File: src/rtl/lsu_pkg.sv
// Shared types and constants for the load/store unit.
// FSM state encoding, RISC-V load/store funct3 codes, timeout default.
package lsu_pkg;

  typedef enum logic [2:0] {
    S_IDLE,
    S_REQ,
    S_WAIT,
    S_DONE,
    S_ERR
  } lsu_state_t;

  localparam logic [2:0] F3_B  = 3'b000;
  localparam logic [2:0] F3_H  = 3'b001;
  localparam logic [2:0] F3_W  = 3'b010;
  localparam logic [2:0] F3_BU = 3'b100;
  localparam logic [2:0] F3_HU = 3'b101;

  localparam int TIMEOUT_DEF = 16;

endpackage

File: src/rtl/lsu_align.sv
// Byte-lane logic: legality/alignment check, byte enables, store
// replication, load lane extraction. Purely combinational.
// in:  store, funct3, off (request); ld_funct3, ld_off (latched); wdata, rdata
// out: ok, be, wdata_rep, rdata_ext
module lsu_align
  import lsu_pkg::*;
#(
  parameter int addr_data_width = 32
) (
  input  logic                       store,
  input  logic [2:0]                 funct3,
  input  logic [1:0]                 off,
  input  logic [addr_data_width-1:0] wdata,
  input  logic [2:0]                 ld_funct3,
  input  logic [1:0]                 ld_off,
  input  logic [addr_data_width-1:0] rdata,
  output logic                       ok,
  output logic [3:0]                 be,
  output logic [addr_data_width-1:0] wdata_rep,
  output logic [addr_data_width-1:0] rdata_ext
);

  logic legal;
  logic mis;
  logic is_b;
  logic is_h;
  logic is_w;
  logic [addr_data_width-1:0] sh;
  logic [7:0]  byte_v;
  logic [15:0] half_v;

  assign is_b = (funct3[1:0] == 2'b00);
  assign is_h = (funct3[1:0] == 2'b01);
  assign is_w = (funct3[1:0] == 2'b10);

  always_comb begin
    legal = 1'b0;
    mis   = 1'b0;
    unique case (funct3)
      F3_B:  legal = 1'b1;
      F3_H: begin
        legal = 1'b1;
        mis   = off[0];
      end
      F3_W: begin
        legal = 1'b1;
        mis   = |off;
      end
      F3_BU: legal = !store;
      F3_HU: begin
        legal = !store;
        mis   = off[0];
      end
      default: legal = 1'b0;
    endcase
  end

  assign ok = legal && !mis;

  always_comb begin
    be        = 4'b1111;
    wdata_rep = wdata;
    unique case (1'b1)
      is_b: begin
        be        = 4'b0001 << off;
        wdata_rep = {4{wdata[7:0]}};
      end
      is_h: begin
        be        = 4'b0011 << off;
        wdata_rep = {2{wdata[15:0]}};
      end
      is_w: begin
        be        = 4'b1111;
        wdata_rep = wdata;
      end
      default: begin
        be        = 4'b1111;
        wdata_rep = wdata;
      end
    endcase
  end

  assign sh     = rdata >> {ld_off, 3'b000};
  assign byte_v = sh[7:0];
  assign half_v = sh[15:0];

  always_comb begin
    rdata_ext = rdata;
    unique case (ld_funct3)
      F3_B:    rdata_ext = {{24{byte_v[7]}}, byte_v};
      F3_H:    rdata_ext = {{16{half_v[15]}}, half_v};
      F3_BU:   rdata_ext = {24'h0, byte_v};
      F3_HU:   rdata_ext = {16'h0, half_v};
      default: rdata_ext = rdata;
    endcase
  end

endmodule

File: src/rtl/load_store_unit.sv
// Multi-cycle load/store unit: req/gnt/rvalid bus handshake with timeout.
// Datapath side: req_* in, lsu_stall/done/err/rdata out; bus side: mem_* .
module load_store_unit
  import lsu_pkg::*;
#(
  parameter int addr_data_width = 32,
  parameter int TIMEOUT         = TIMEOUT_DEF
) (
  input  logic                       clk,
  input  logic                       reset_n,
  input  logic                       req_valid,
  input  logic                       req_store,
  input  logic [2:0]                 req_funct3,
  input  logic [addr_data_width-1:0] req_addr,
  input  logic [addr_data_width-1:0] req_wdata,
  output logic                       lsu_stall,
  output logic                       lsu_done,
  output logic                       lsu_err,
  output logic [addr_data_width-1:0] lsu_rdata,
  output logic                       mem_req,
  output logic                       mem_we,
  output logic [addr_data_width-1:0] mem_addr,
  output logic [3:0]                 mem_be,
  output logic [addr_data_width-1:0] mem_wdata,
  input  logic                       mem_gnt,
  input  logic                       mem_rvalid,
  input  logic [addr_data_width-1:0] mem_rdata
);

  lsu_state_t state_q;
  lsu_state_t state_d;
  logic [4:0] cnt_q;
  logic [4:0] cnt_d;
  logic [2:0] f3_q;
  logic [1:0] off_q;
  logic       ok;
  logic       tmo;
  logic [3:0] be_c;
  logic [addr_data_width-1:0] wdata_c;
  logic [addr_data_width-1:0] rdata_ext;

  lsu_align #(
    .addr_data_width(addr_data_width)
  ) u_align (
    .store     (req_store),
    .funct3    (req_funct3),
    .off       (req_addr[1:0]),
    .wdata     (req_wdata),
    .ld_funct3 (f3_q),
    .ld_off    (off_q),
    .rdata     (mem_rdata),
    .ok        (ok),
    .be        (be_c),
    .wdata_rep (wdata_c),
    .rdata_ext (rdata_ext)
  );

  assign tmo = (cnt_q == 5'(TIMEOUT - 1));

  assign lsu_stall = (state_q == S_REQ) ||
                     (state_q == S_WAIT) ||
                     ((state_q == S_IDLE) && req_valid && ok);

  // A completing handshake wins over a timeout in the same cycle.
  always_comb begin
    state_d = state_q;
    cnt_d   = cnt_q;
    unique case (state_q)
      S_IDLE: begin
        cnt_d = '0;
        if (req_valid) state_d = ok ? S_REQ : S_ERR;
      end
      S_REQ: begin
        cnt_d = cnt_q + 5'd1;
        if (mem_gnt && mem_rvalid) state_d = S_DONE;
        else if (mem_gnt)          state_d = S_WAIT;
        else if (tmo)              state_d = S_ERR;
      end
      S_WAIT: begin
        cnt_d = cnt_q + 5'd1;
        if (mem_rvalid) state_d = S_DONE;
        else if (tmo)   state_d = S_ERR;
      end
      S_DONE: begin
        cnt_d   = '0;
        state_d = S_IDLE;
      end
      S_ERR: begin
        cnt_d   = '0;
        state_d = S_IDLE;
      end
      default: begin
        cnt_d   = '0;
        state_d = S_IDLE;
      end
    endcase
  end

  always_ff @(posedge clk or negedge reset_n) begin
    if (!reset_n) begin
      state_q   <= S_IDLE;
      cnt_q     <= '0;
      f3_q      <= '0;
      off_q     <= '0;
      mem_req   <= 1'b0;
      mem_we    <= 1'b0;
      mem_addr  <= '0;
      mem_be    <= '0;
      mem_wdata <= '0;
      lsu_done  <= 1'b0;
      lsu_err   <= 1'b0;
      lsu_rdata <= '0;
    end else begin
      state_q  <= state_d;
      cnt_q    <= cnt_d;
      mem_req  <= (state_d == S_REQ);
      lsu_done <= (state_d == S_DONE);
      lsu_err  <= (state_d == S_ERR);
      if ((state_q == S_IDLE) && (state_d == S_REQ)) begin
        mem_we    <= req_store;
        mem_addr  <= {req_addr[addr_data_width-1:2], 2'b00};
        mem_be    <= be_c;
        mem_wdata <= wdata_c;
        f3_q      <= req_funct3;
        off_q     <= req_addr[1:0];
      end
      if (state_d == S_DONE) begin
        lsu_rdata <= mem_we ? '0 : rdata_ext;
      end
    end
  end

endmodule

File: config.mk
export PLATFORM = sky130hd
export DESIGN_NAME = load_store_unit
export DESIGN_NICKNAME = d
export VERILOG_FILES = /design/src/rtl/lsu_pkg.sv /design/src/rtl/lsu_align.sv /design/src/rtl/load_store_unit.sv
export SDC_FILE = /design/constraint.sdc
export NUM_CORES = 1
export LEC_CHECK = 0
export BUFFER_PORTS_ARGS = -buffer_cell sky130_fd_sc_hd__buf_4
export CORE_MARGIN = 4
export CORE_UTILIZATION = 29
export CTS_CLUSTER_DIAMETER = 100
export DETAILED_ROUTE_END_ITERATION = 16
export PLACE_DENSITY = 0.62
export SLEW_MARGIN = 20
export SYNTH_ARGS = -nofsm -noshare
export SYNTH_HDL_FRONTEND = slang
export SYNTH_HIERARCHICAL = 1
export SYNTH_SLANG_ARGS = --single-unit
File: constraint.sdc
create_clock -name clk -period 3.5 [get_ports clk]
set_input_delay 0.7 -clock clk [delete_from_list [all_inputs] [get_ports clk]]
set_output_delay 0.7 -clock clk [all_outputs]
set_load 0.01 [all_outputs]
==> results of run 1 <==
[final cells by class]
cell class	count	area share (%)
clock buffer	25	6.48
clock inverter	4	0.278
inverter	8	0.370
multi-input combinational	321	32.9
sequential	115	35.5
tap	265	4.09
timing repair buffer	217	20.4
[power breakdown]
part / switching (mW) / total [mW] / internal (mW)
Combinational: 1.42 / 3.11 / 1.69
Sequential: 0.384 / 2.32 / 1.94
Clock: 0.585 / 1.61 / 1.02
[logic make-up (layout without fill, tap and decap cells)]
logic type / Yosys count / count (layout) / share of synthesized area [%]
compound gates: 74 / 74 / 9.10
simple gates: 103 / 103 / 9.03
other cells: 1 / 2 / 0.0642
buf+inv: 47 / 254 / 5.29
xor+xnor: 2 / 2 / 0.300
fa+ha+maj: 2 / 2 / 0.428
flops: 115 / 115 / 49.2
mux: 138 / 138 / 26.5
[worst max path at each step]
stage                               end  slack (ns)  depth (start not counted)
after global routing          lsu_stall        0.31                          6
after floorplan           lsu_rdata[10]        0.33                          8
after CTS                     lsu_stall        0.48                          6
final                         lsu_stall        0.52                          6
after global placement    lsu_rdata[28]        0.42                          7
after detailed placement  lsu_rdata[12]        0.39                          7
[sequential cells by signal, summed over array words and instances (netlist names)]
name / cells
f3_q: 3
state_q: 3
lsu_err: 1
mem_be: 4
lsu_done: 1
mem_wdata: 32
mem_we: 1
cnt_q: 5
mem_req: 1
off_q: 2
lsu_rdata: 32
mem_addr: 30
[metal layers]
metal	GRT usage, %	wire [um]	up-vias
met5	0	0	-
met4	3.71	144	0
met3	7.48	1850	11
met2	22.8	7610	184
met1	17.6	6710	2165
li1	-	-	2094
[through the flow]
step	power, mW	hold WS [ns]	instances
2_1_floorplan	4.08	0.404	483
3_5_place_dp	5.49	0.460	926
3_3_place_gp	5.46	0.454	926
6_report	7.04	0.342	955
5_1_grt	7.53	0.377	955
4_1_cts	7.16	0.351	955
[layout by cell type, fill, tap and decap left out, drive strengths merged, types with 2 or more instances in the layout]
cell type,n
a21o,2
a21oi,5
a221oi,5
a22o,2
a22oi,6
buf,217
clkbuf,25
clkinv,3
conb,2
dfrtp,115
ha,2
inv,8
mux2,126
mux2i,11
nand2,44
nand2b,3
nand3,2
nand3b,5
nor2,7
nor2b,36
o211a,2
o21ai,32
o21bai,3
o2bb2ai,2
o31ai,6
or2,2
[worst reg2reg max path, cell delays in order (launching register included)]
cell and delay [ns]:
sky130_fd_sc_hd__dfrtp_1 0.40, sky130_fd_sc_hd__ha_1 0.23, sky130_fd_sc_hd__and3_1 0.19, sky130_fd_sc_hd__ha_1 0.21, sky130_fd_sc_hd__nor2b_1 0.14, sky130_fd_sc_hd__a2111o_1 0.41, sky130_fd_sc_hd__a221oi_4 0.35, sky130_fd_sc_hd__buf_12 0.25
sky130_fd_sc_hd__mux2_2 0.38
[Yosys cell counts (2+ instances only)]
cell type                   count
sky130_fd_sc_hd__mux2_2       126
sky130_fd_sc_hd__dfrtp_1      115
sky130_fd_sc_hd__nand2_1       44
sky130_fd_sc_hd__nor2b_1       36
sky130_fd_sc_hd__o21ai_0       22
sky130_fd_sc_hd__clkbuf_1      14
sky130_fd_sc_hd__buf_6         12
sky130_fd_sc_hd__buf_4         11
sky130_fd_sc_hd__mux2i_1       11
sky130_fd_sc_hd__o21ai_1        9
sky130_fd_sc_hd__inv_1          8
sky130_fd_sc_hd__nor2_1         7
sky130_fd_sc_hd__a22oi_1        6
sky130_fd_sc_hd__o31ai_1        6
sky130_fd_sc_hd__a21oi_1        5
sky130_fd_sc_hd__nand3b_1       5
sky130_fd_sc_hd__a221oi_1       3
sky130_fd_sc_hd__nand2b_1       3
sky130_fd_sc_hd__o21bai_1       3
sky130_fd_sc_hd__a21o_1         2
sky130_fd_sc_hd__a221oi_4       2
sky130_fd_sc_hd__a22o_1         2
sky130_fd_sc_hd__ha_1           2
sky130_fd_sc_hd__nand3_1        2
sky130_fd_sc_hd__o211a_1        2
sky130_fd_sc_hd__o2bb2ai_1      2
sky130_fd_sc_hd__or2_2          2
==> reports/metrics.cfg, run 1 <==
[setup_path]
timing.reg2reg.setup_slack_ns=0.83
critPathLaunch=req_addr[0]
worst_r2r_endpoint=lsu_rdata[12]
cp_slowest_stage_delay_ns=0.65
crit_chain=buf_4, o41ai_1, inv_1, or2_4, nand2_1, buf_4
critPathMaxFanout=34
rr_worst_depth=8
crit_path_frequent_cell=sky130_fd_sc_hd__buf_4
criticalPathCategory=input pin to primary output
critPathArrivalTime_ns=2.28
worstReg2RegStart=cnt_q[0]
worst_setup_start_kind=input pin
cpMaxStageDelayCell=sky130_fd_sc_hd__o41ai_1
crit_path_end_kind=primary output
cp.buffers_inverters=3
crit_family=compound AO/OA/AOI/OAI gates
worst_ep_required_time_ns=2.80

[yosys]
synth_seq_cells=115
synthDominantCellAreaShare_pct=49.2
netlist_instances=482
ys.warnings.count=6
synth_edf_count=0
ys_dominant_reg_cell=sky130_fd_sc_hd__dfrtp_1
async_flop_share_pct=100
synth.area.top_cells=sky130_fd_sc_hd__dfrtp_1 (49%), sky130_fd_sc_hd__mux2_2 (24%), sky130_fd_sc_hd__nor2b_1 (3.9%)
synth-seq-area-share_pct=49.2
syn_avg_cell_area_um2=12.1
mappedNetlistArea_mm2=0.00584
yosys.area.top_type=sky130_fd_sc_hd__dfrtp_1
ys_types=47

[cts]
post_cts.repair.setup_buffers=0
cts_hold_repair.buffers=0
cts.reportedPaths.clkPinSlew_ns=0.05
cts.sink_count=115
clock_tree.root_cell=sky130_fd_sc_hd__clkbuf_16
cts_htree_levels=4
numCtsBuffers=17
cts-root-to-sink-buffers=2
tritoncts=built
post_cts_resize_count=0
clock_latency_ns=0.41

[cells_and_area]
nNetsFinal=787
ff_latch_area_mm2=0.00288
areaGrowthSynthToFinish_pct=38.7
area_taken_by_multi_input_logic_gates_mm2=0.00266
drive_gt1_share_pct=54.8
stdcell_area_mm2=0.00811
count_of_filler_cells_inserted_in_the_layout=1981
finalCoreUtilization_pct=41.2
antennaDiodeCount=0

[pwr]
max-vdd-ir-drop_uv=425
powerDensity_mw_per_mm2=868
power.static_leakage_nw=3.86

[global_routing]
globalRouteOverflowTotal=0
initial_antenna_violation_count=0
grt_start_max_net_pins=52
grt_pass1_vias=4590
gr-usage-all-layers_pct=14.5
grt_first_pass_wirelength_um=25200

[floorplan]
num_io_pins=210
design.core.area_mm2=0.0197
floorplan.die.width_um=150
die-area_mm2=0.0225
std_cell_rows=51
initial_utilization_pct=29.7
die_h_um=150

[placed_design]
preCtsSetupSlack_ns=0.391
dpl-instance-area_mm2=0.00756
dp_hpwl_um=12100
routabilityCongestion=0.884
port_buffers=207

[drt]
drt_iter0_drc=139
remaining_drc_errors=0
wire_per_inst_um=17.1
drt-pass1-iter-count=6
ant_nets=0
vias_per_cell=4.66
drt_wl_total_um=16300
vias=4454

[timing]
worst-slew-pin-transition_ns=0.785
clock-skew-final_ns=0.00712
finalHoldViolCount=0
max_clock_freq_mhz=335
finalCriticalPeriod_ns=2.98
grt_setup_unrepaired=no
timing.max_slew.rel_slack_pct=47.7
report.final.setup_viol=0
final.setup.worst_slack_ns=0.518
totalNegativeSetupSlack_ns=0
timing_max_transition_violations_final=0
finalCritPeriodShare_pct=85.2

[flow_run]
maxCapViolCount=0

[run_status]
outcome=finished, final reports clean

[min_path]
min_path_type=input pin to async pin

Note: power is estimated with default switching activity, not from simulation.
==> run 2: changes to the inputs <==
--- a/config.mk
+++ b/config.mk
@@ -10,9 +10,8 @@
 export CORE_UTILIZATION = 29
 export CTS_CLUSTER_DIAMETER = 100
 export DETAILED_ROUTE_END_ITERATION = 16
-export PLACE_DENSITY = 0.62
+export PLACE_DENSITY = 0.63
 export SLEW_MARGIN = 20
 export SYNTH_ARGS = -nofsm -noshare
 export SYNTH_HDL_FRONTEND = slang
-export SYNTH_HIERARCHICAL = 1
 export SYNTH_SLANG_ARGS = --single-unit
==> run 2 against run 1 <==
  * Cell area fell by 5.6%
  * Cell count fell by 5.0%
  * Register-to-register slack improved by 0.32 ns
  * Highest routed layer unchanged
  * Setup slack improved by 0.53 ns
==> reports/metrics.cfg, run 2 <==
[run_status]
outcome=finished, final reports clean  ; unchanged

[pwr]
power.sequential.fraction_pct=35.2  ; was 33.0%
p_sw_share_pct=33.4  ; was 34.0%
internal_power_contribution_mw=4.48  ; was 4.65 mW
power.static_leakage_nw=3.76  ; was 3.86 nW
net-switching-power_mw=2.24  ; was 2.39 mW
power.combinational.fraction_pct=37.2  ; was 44.2%
pwr-share-clk_pct=27.6  ; was 22.8%
max-vdd-ir-drop_uv=404  ; was 425 uV
powerDensity_mw_per_mm2=878  ; was 868 mW/mm^2

[yosys]
ys_dominant_reg_cell=sky130_fd_sc_hd__dfrtp_1  ; unchanged
ys_types=47  ; unchanged
netlist_instances=467  ; was 482
async_flop_share_pct=100  ; unchanged
synth_mux_area_share_pct=16.1  ; was 26.5%
synthDominantCellAreaShare_pct=54.3  ; was 49.2%
mappedNetlistArea_mm2=0.00530  ; was 0.00584 mm^2
synth_seq_cells=115  ; unchanged
yosys.area.top_type=sky130_fd_sc_hd__dfrtp_1  ; unchanged
ys.warnings.count=0  ; was 6
syn_avg_cell_area_um2=11.3  ; was 12.1 um^2
synth_xor_area_share_pct=0.496  ; was 0.300%
synth.area.top_cells=sky130_fd_sc_hd__dfrtp_1 (54%), sky130_fd_sc_hd__mux2_2 (9.3%), sky130_fd_sc_hd__mux2i_1 (6.4%)  ; was sky130_fd_sc_hd__dfrtp_1 (49%), sky130_fd_sc_hd__mux2_2 (24%), sky130_fd_sc_hd__nor2b_1 (3.9%)
synth_simple_gate_area_share_pct=9.35  ; was 9.03%
synth_edf_count=0  ; unchanged
yosys.area_share.adder_pct=0.472  ; was 0.428%
area_fraction_in_compound_gates_after_synthesis_pct=15.1  ; was 9.10%
synth_top_family_by_area=multiplexers  ; unchanged
synth_top_cells_by_count=sky130_fd_sc_hd__dfrtp_1 (115), sky130_fd_sc_hd__nand2_1 (52), sky130_fd_sc_hd__mux2_2 (44), sky130_fd_sc_hd__o21ai_0 (37), sky130_fd_sc_hd__mux2i_1 (34)  ; was sky130_fd_sc_hd__mux2_2 (126), sky130_fd_sc_hd__dfrtp_1 (115), sky130_fd_sc_hd__nand2_1 (44), sky130_fd_sc_hd__nor2b_1 (36), sky130_fd_sc_hd__o21ai_0 (22)
synth-seq-area-share_pct=54.3  ; was 49.2%
synthMostInstantiatedCell=sky130_fd_sc_hd__dfrtp_1  ; was sky130_fd_sc_hd__mux2_2

[cts]
cts_hold_repair.buffers=0  ; unchanged
post_cts_resize_count=0  ; unchanged
cts.sink_count=115  ; unchanged
numCtsBuffers=17  ; unchanged
cts-root-to-sink-buffers=2  ; unchanged
cts.reportedPaths.clkPinSlew_ns=0.05  ; about the same
tritoncts=built  ; unchanged
clock_tree.root_cell=sky130_fd_sc_hd__clkbuf_16  ; unchanged
post_cts.repair.setup_buffers=0  ; unchanged
clock_latency_ns=0.41  ; about the same
cts_htree_levels=4  ; unchanged

[setup_path]
worstReg2RegStart=off_q[1]  ; was cnt_q[0]
critPathArrivalTime_ns=1.75  ; was 2.28 ns
worst_r2r_endpoint=lsu_rdata[23]  ; was lsu_rdata[12]
worst_setup_start_kind=input pin  ; unchanged
crit_path_end_kind=primary output  ; unchanged
critPathMaxFanout=14  ; was 34
criticalPathCategory=input pin to primary output  ; unchanged
rr_worst_depth=4  ; was 8
worst_ep_required_time_ns=2.80  ; about the same
timing.reg2reg.setup_slack_ns=1.15  ; was 0.83 ns

[floorplan]
die-area_mm2=0.0205  ; was 0.0225 mm^2
std_cell_rows=49  ; was 51
design.core.area_mm2=0.0180  ; was 0.0197 mm^2
num_io_pins=210  ; unchanged
die_h_um=143  ; was 150 um
floorplan.die.width_um=143  ; was 150 um
initial_utilization_pct=29.5  ; was 29.7%

[cells_and_area]
stdcell_area_mm2=0.00765  ; was 0.00811 mm^2
commonest_non_fill_non_tap_cells_in_the_layout=sky130_fd_sc_hd__buf_4 (211), sky130_fd_sc_hd__dfrtp_1 (115), sky130_fd_sc_hd__nand2_1 (52)  ; was sky130_fd_sc_hd__buf_4 (215), sky130_fd_sc_hd__mux2_2 (126), sky130_fd_sc_hd__dfrtp_1 (115)
areaGrowthSynthToFinish_pct=44.4  ; was 38.7%
drive_gt1_share_pct=43.4  ; was 54.8%
nNetsFinal=772  ; was 787
final_common_cell=sky130_fd_sc_hd__buf_4  ; unchanged
antennaDiodeCount=0  ; unchanged
largestRegisters=lsu_rdata: 32 flops, mem_wdata: 32 flops, mem_addr: 30 flops  ; unchanged

[drt]
remaining_drc_errors=0  ; unchanged
vias=4424  ; was 4454
drt_iter0_drc=139  ; unchanged
ant_nets=0  ; unchanged
drt_wl_total_um=16100  ; was 16300 um
vias_per_cell=4.88  ; was 4.66
wire_per_inst_um=17.7  ; was 17.1 um
drt-pass1-iter-count=4  ; was 6

[timing]
timing.max_slew.rel_slack_pct=30.4  ; was 47.7%
grt_setup_unrepaired=no  ; unchanged
max_clock_freq_mhz=408  ; was 335 MHz
timing_max_transition_violations_final=0  ; unchanged
final_hold_slack_ns=0.350  ; was 0.342 ns
finalHoldViolCount=0  ; unchanged
finalCritPeriodShare_pct=69.9  ; was 85.2%
finalCriticalPeriod_ns=2.45  ; was 2.98 ns
worst-slew-pin-transition_ns=1.04  ; was 0.785 ns
report.final.setup_viol=0  ; unchanged
clock-skew-final_ns=0.00760  ; was 0.00712 ns
totalNegativeSetupSlack_ns=0  ; unchanged

[placed_design]
port_buffers=207  ; unchanged
dp_hpwl_um=11800  ; was 12100 um
dpl-instance-area_mm2=0.00702  ; was 0.00756 mm^2
routabilityCongestion=0.867  ; was 0.884

[min_path]
min_path_type=input pin to async pin  ; unchanged

[global_routing]
grt_pass1_vias=4670  ; was 4590
gr-usage-all-layers_pct=15.5  ; was 14.5%
grt_start_max_net_pins=103  ; was 52
globalRouteOverflowTotal=0  ; unchanged
grt_first_pass_wirelength_um=24700  ; was 25200 um
initial_antenna_violation_count=0  ; unchanged

[flow_run]
maxCapViolCount=0  ; unchanged

[run 2: power groups by stage]
stage	logic [mW]	registers [mW]	clock network, mW
2_1_floorplan	1.12	2.48	0
3_3_place_gp	2.49	2.35	0
3_5_place_dp	2.54	2.39	0
4_1_cts	2.54	2.37	1.90
5_1_grt	2.72	2.45	1.97
6_report	2.50	2.37	1.85
[run 2: cell type report]
class,count,area (um^2)
repair buffers,212,1600
clock inverters,12,180
fillers,1727,10300
flip-flops and latches,115,2880
inverters,8,30.0
well taps,229,287
multi-input cells,311,2220
clock buffers,20,457
[run 2: worst max-delay path, stage by stage]
cell and delay (ns):
sky130_fd_sc_hd__buf_4 0.18, sky130_fd_sc_hd__nor4_1 0.56, sky130_fd_sc_hd__o21ai_4 0.08, sky130_fd_sc_hd__nand2_1 0.09
sky130_fd_sc_hd__buf_4 0.14
[run 2: worst max-delay path by stage]
stage,start,endpoint,slack (ns),depth (start not counted)
2_1_floorplan,req_store,lsu_stall,1.16,5
3_3_place_gp,req_funct3[1],mem_req,0.77,6
3_5_place_dp,req_funct3[1],mem_addr[25],0.73,5
4_1_cts,req_funct3[0],lsu_stall,1.02,5
5_1_grt,req_funct3[1],lsu_stall,0.96,5
6_report,req_funct3[0],lsu_stall,1.05,5
[run 2: layer usage]
metal / part of all wire, % / vias to the layer above / GRT usage (%)
li1: - / 2072 / -
met1: 40 / 2149 / 18.2
met2: 50 / 176 / 25.9
met3: 8.6 / 27 / 5.49
met4: 2.2 / 0 / 6.10
met5: 0 / - / 0
[run 2: per-stage QoR]
stage	power, mW	util, %	instances	setup WS, ns
2_1_floorplan	3.60	-	468	1.16
3_3_place_gp	4.84	39.1	875	0.771
3_5_place_dp	4.93	39.1	875	0.726
4_1_cts	6.82	42.6	907	1.02
5_1_grt	7.14	42.6	907	0.964
6_report	6.72	42.6	907	1.05
[run 2: logic make-up (layout without fill, tap and decap cells)]
family	after synthesis	after routing
buffers and inverters	42	252
AO/OA/AOI/OAI	115	115
multiplexers	79	79
other	1	2
flip-flops	115	115
AND/OR/NAND/NOR	110	110
adder cells (fa/ha/maj)	2	2
XOR/XNOR	3	3
==> run 3: changes to the inputs <==
==> constraint.sdc (replaced) <==
create_clock -name clk -period 2.26 [get_ports clk]
set_input_delay 0.452 -clock clk [delete_from_list [all_inputs] [get_ports clk]]
set_output_delay 0.452 -clock clk [all_outputs]
set_load 0.01 [all_outputs]
==> run 3 against run 2 <==
  * Count of clock-buffer cells in the layout down 1
  * Total power up 54%
  * Via count up 0.43%
  * Setup slack worse by 0.91 ns
  * Critical path depth down 1
  * Clock skew up 0.0020 ns
  * Sequential share of layout area down 0.47 points
  * Core utilization up 0.54 points
  * Critical path type is now register to primary output
  * Largest cell class unchanged
  * Largest power group unchanged
==> reports/metrics.cfg, run 3 (synthesized netlist as in run 2, its figures left out) <==
[cells_and_area]
stdcell_area_mm2=0.00775  ; was 0.00765 mm^2
commonest_non_fill_non_tap_cells_in_the_layout=sky130_fd_sc_hd__buf_4 (218), sky130_fd_sc_hd__dfrtp_1 (115), sky130_fd_sc_hd__nand2_1 (52)  ; was sky130_fd_sc_hd__buf_4 (211), sky130_fd_sc_hd__dfrtp_1 (115), sky130_fd_sc_hd__nand2_1 (52)
areaGrowthSynthToFinish_pct=46.2  ; was 44.4%
nNetsFinal=783  ; was 772
count_of_filler_cells_inserted_in_the_layout=1699  ; was 1727
largestRegisters=lsu_rdata: 32 flops, mem_wdata: 32 flops, mem_addr: 30 flops  ; unchanged
antennaDiodeCount=0  ; unchanged
drive_gt1_share_pct=44.1  ; was 43.4%
finalCoreUtilization_pct=43.1  ; was 42.6%
final_common_cell=sky130_fd_sc_hd__buf_4  ; unchanged

[pwr]
total_power_mw=10.3  ; was 6.72 mW
powerDensity_mw_per_mm2=1330  ; was 878 mW/mm^2
max-vdd-ir-drop_uv=572  ; was 404 uV
power.static_leakage_nw=3.81  ; was 3.76 nW

[setup_path]
criticalPathCategory=register to primary output  ; was input pin to primary output
critPathArrivalTime_ns=1.66  ; was 1.75 ns
worst_setup_start_kind=register  ; was input pin
crit_path_end_kind=primary output  ; unchanged
worst_ep_required_time_ns=1.81  ; was 2.80 ns
critPathMaxFanout=6  ; was 14

[floorplan]
die_h_um=143  ; unchanged
floorplan.die.width_um=143  ; unchanged
num_io_pins=210  ; unchanged
design.core.area_mm2=0.0180  ; unchanged
die-area_mm2=0.0205  ; unchanged
std_cell_rows=49  ; unchanged
initial_utilization_pct=29.5  ; unchanged

[min_path]
min_path_type=input pin to register  ; was input pin to async pin

[cts]
tritoncts=built  ; unchanged
post_cts.repair.setup_buffers=0  ; unchanged
clock_tree.root_cell=sky130_fd_sc_hd__clkbuf_16  ; unchanged
cts-root-to-sink-buffers=2  ; unchanged
cts.sink_count=115  ; unchanged
cts_htree_levels=4  ; unchanged
numCtsBuffers=17  ; unchanged
cts.reportedPaths.clkPinSlew_ns=0.06  ; was 0.05 ns
clock_latency_ns=0.41  ; about the same

[drt]
wire_per_inst_um=17.5  ; was 17.7 um
vias=4443  ; was 4424
vias_per_cell=4.84  ; was 4.88
drt-pass1-iter-count=4  ; unchanged
remaining_drc_errors=0  ; unchanged
drt_iter0_drc=184  ; was 139
ant_nets=0  ; unchanged
drt_wl_total_um=16100  ; about the same

[timing]
worst-slew-pin-transition_ns=0.673  ; was 1.04 ns
finalHoldViolCount=0  ; unchanged
max_clock_freq_mhz=472
totalNegativeSetupSlack_ns=0  ; unchanged
clock-skew-final_ns=0.00964  ; was 0.00760 ns
finalCritPeriodShare_pct=93.7
timing.max_slew.rel_slack_pct=55.0  ; was 30.4%
report.final.setup_viol=0  ; unchanged
grt_setup_unrepaired=no  ; unchanged
finalCriticalPeriod_ns=2.12
timing_max_transition_violations_final=0  ; unchanged

[placed_design]
dp_hpwl_um=12300  ; was 11800 um
dpl-instance-area_mm2=0.00713  ; was 0.00702 mm^2
port_buffers=207  ; unchanged
routabilityCongestion=0.854  ; was 0.867

[global_routing]
gr-usage-all-layers_pct=15.8  ; was 15.5%
initial_antenna_violation_count=0  ; unchanged
grt_start_max_net_pins=57  ; was 103
grt_pass1_vias=4733  ; was 4670
globalRouteOverflowTotal=0  ; unchanged
grt_first_pass_wirelength_um=25400  ; was 24700 um

[flow_run]
maxCapViolCount=0  ; unchanged

[run_status]
outcome=finished, final reports clean  ; unchanged

[run 3: changes by cell type in the layout (fill, tap and decap cells not counted), sizes merged]
cell / before / now
buf: 212 / 222
bufinv: 4 / 3
clkbuf: 20 / 19
clkinv: 6 / 5
clkinvlp: 2 / 5
dlygate4sd3: 0 / 1
[run 3: report_power, final]
| group | leakage, nW | total (mW) | internal, mW | switching, mW |
|---|---|---|---|---|
| Sequential | 1.44 | 3.65 | 2.96 | 0.687 |
| Combinational | 2.09 | 3.97 | 2.13 | 1.84 |
| Clock | 0.281 | 2.71 | 1.76 | 0.952 |
[run 3: metrics by stage]
step | std cells | hold slack [ns] | setup slack [ns]
3_3_place_gp | 885 | 0.432 | 0.335
5_1_grt | 918 | 0.251 | 0.0706
3_5_place_dp | 885 | 0.442 | 0.306
2_1_floorplan | 468 | 0.156 | 0.415
6_report | 918 | 0.274 | 0.143
4_1_cts | 918 | 0.246 | 0.0156
[run 3: path summary, 6_finish.rpt]
kind                                  to  depth (start not counted)  slack [ns]          from
max in group asynchronous   mem_addr[25]                          3        1.06       reset_n
min in group asynchronous  lsu_rdata[14]                          2        0.54       reset_n
hold reg to reg                 cnt_q[0]                          1        0.46      cnt_q[0]
hold / removal              mem_addr[31]                          2        0.27  req_addr[31]
setup reg to reg           lsu_rdata[21]                          4        0.29      off_q[1]
setup / recovery               lsu_stall                          4        0.14    state_q[1]
[run 3: critical path, cell delays in order (launching register included)]
cell	delay, ns
sky130_fd_sc_hd__dfrtp_1	0.46
sky130_fd_sc_hd__nor4b_4	0.43
sky130_fd_sc_hd__o21ai_4	0.15
sky130_fd_sc_hd__nand2_1	0.09
sky130_fd_sc_hd__buf_4	0.13
[run 3: layer usage]
metal | track usage, % | wire length (um) | part of all wire [%] | vias up
met3 | 6.56 | 1630 | 10 | 26
met1 | 19.7 | 6470 | 40 | 2160
li1 | - | - | - | 2087
met5 | 0 | 0 | 0 | -
met4 | 5.95 | 326 | 2.0 | 0
met2 | 24.7 | 7660 | 48 | 170
[run 3: area by class of cell]
class | instances | area, um^2 | share of cell area (%)
inverter | 8 | 30.0 | 0.387
multi-input combinational | 311 | 2230 | 28.7
timing repair buffer | 223 | 1730 | 22.3
clock buffer | 19 | 443 | 5.71
clock inverter | 13 | 160 | 2.07
tap | 229 | 287 | 3.70
sequential | 115 | 2880 | 37.1
[run 3: timing repair]
action / CTS / global route
resized for setup: 0 / 1
endpoints found under the hold margin: 12 / 0
endpoints found under the setup margin: 0 / 1
hold buffers: 1 / 0
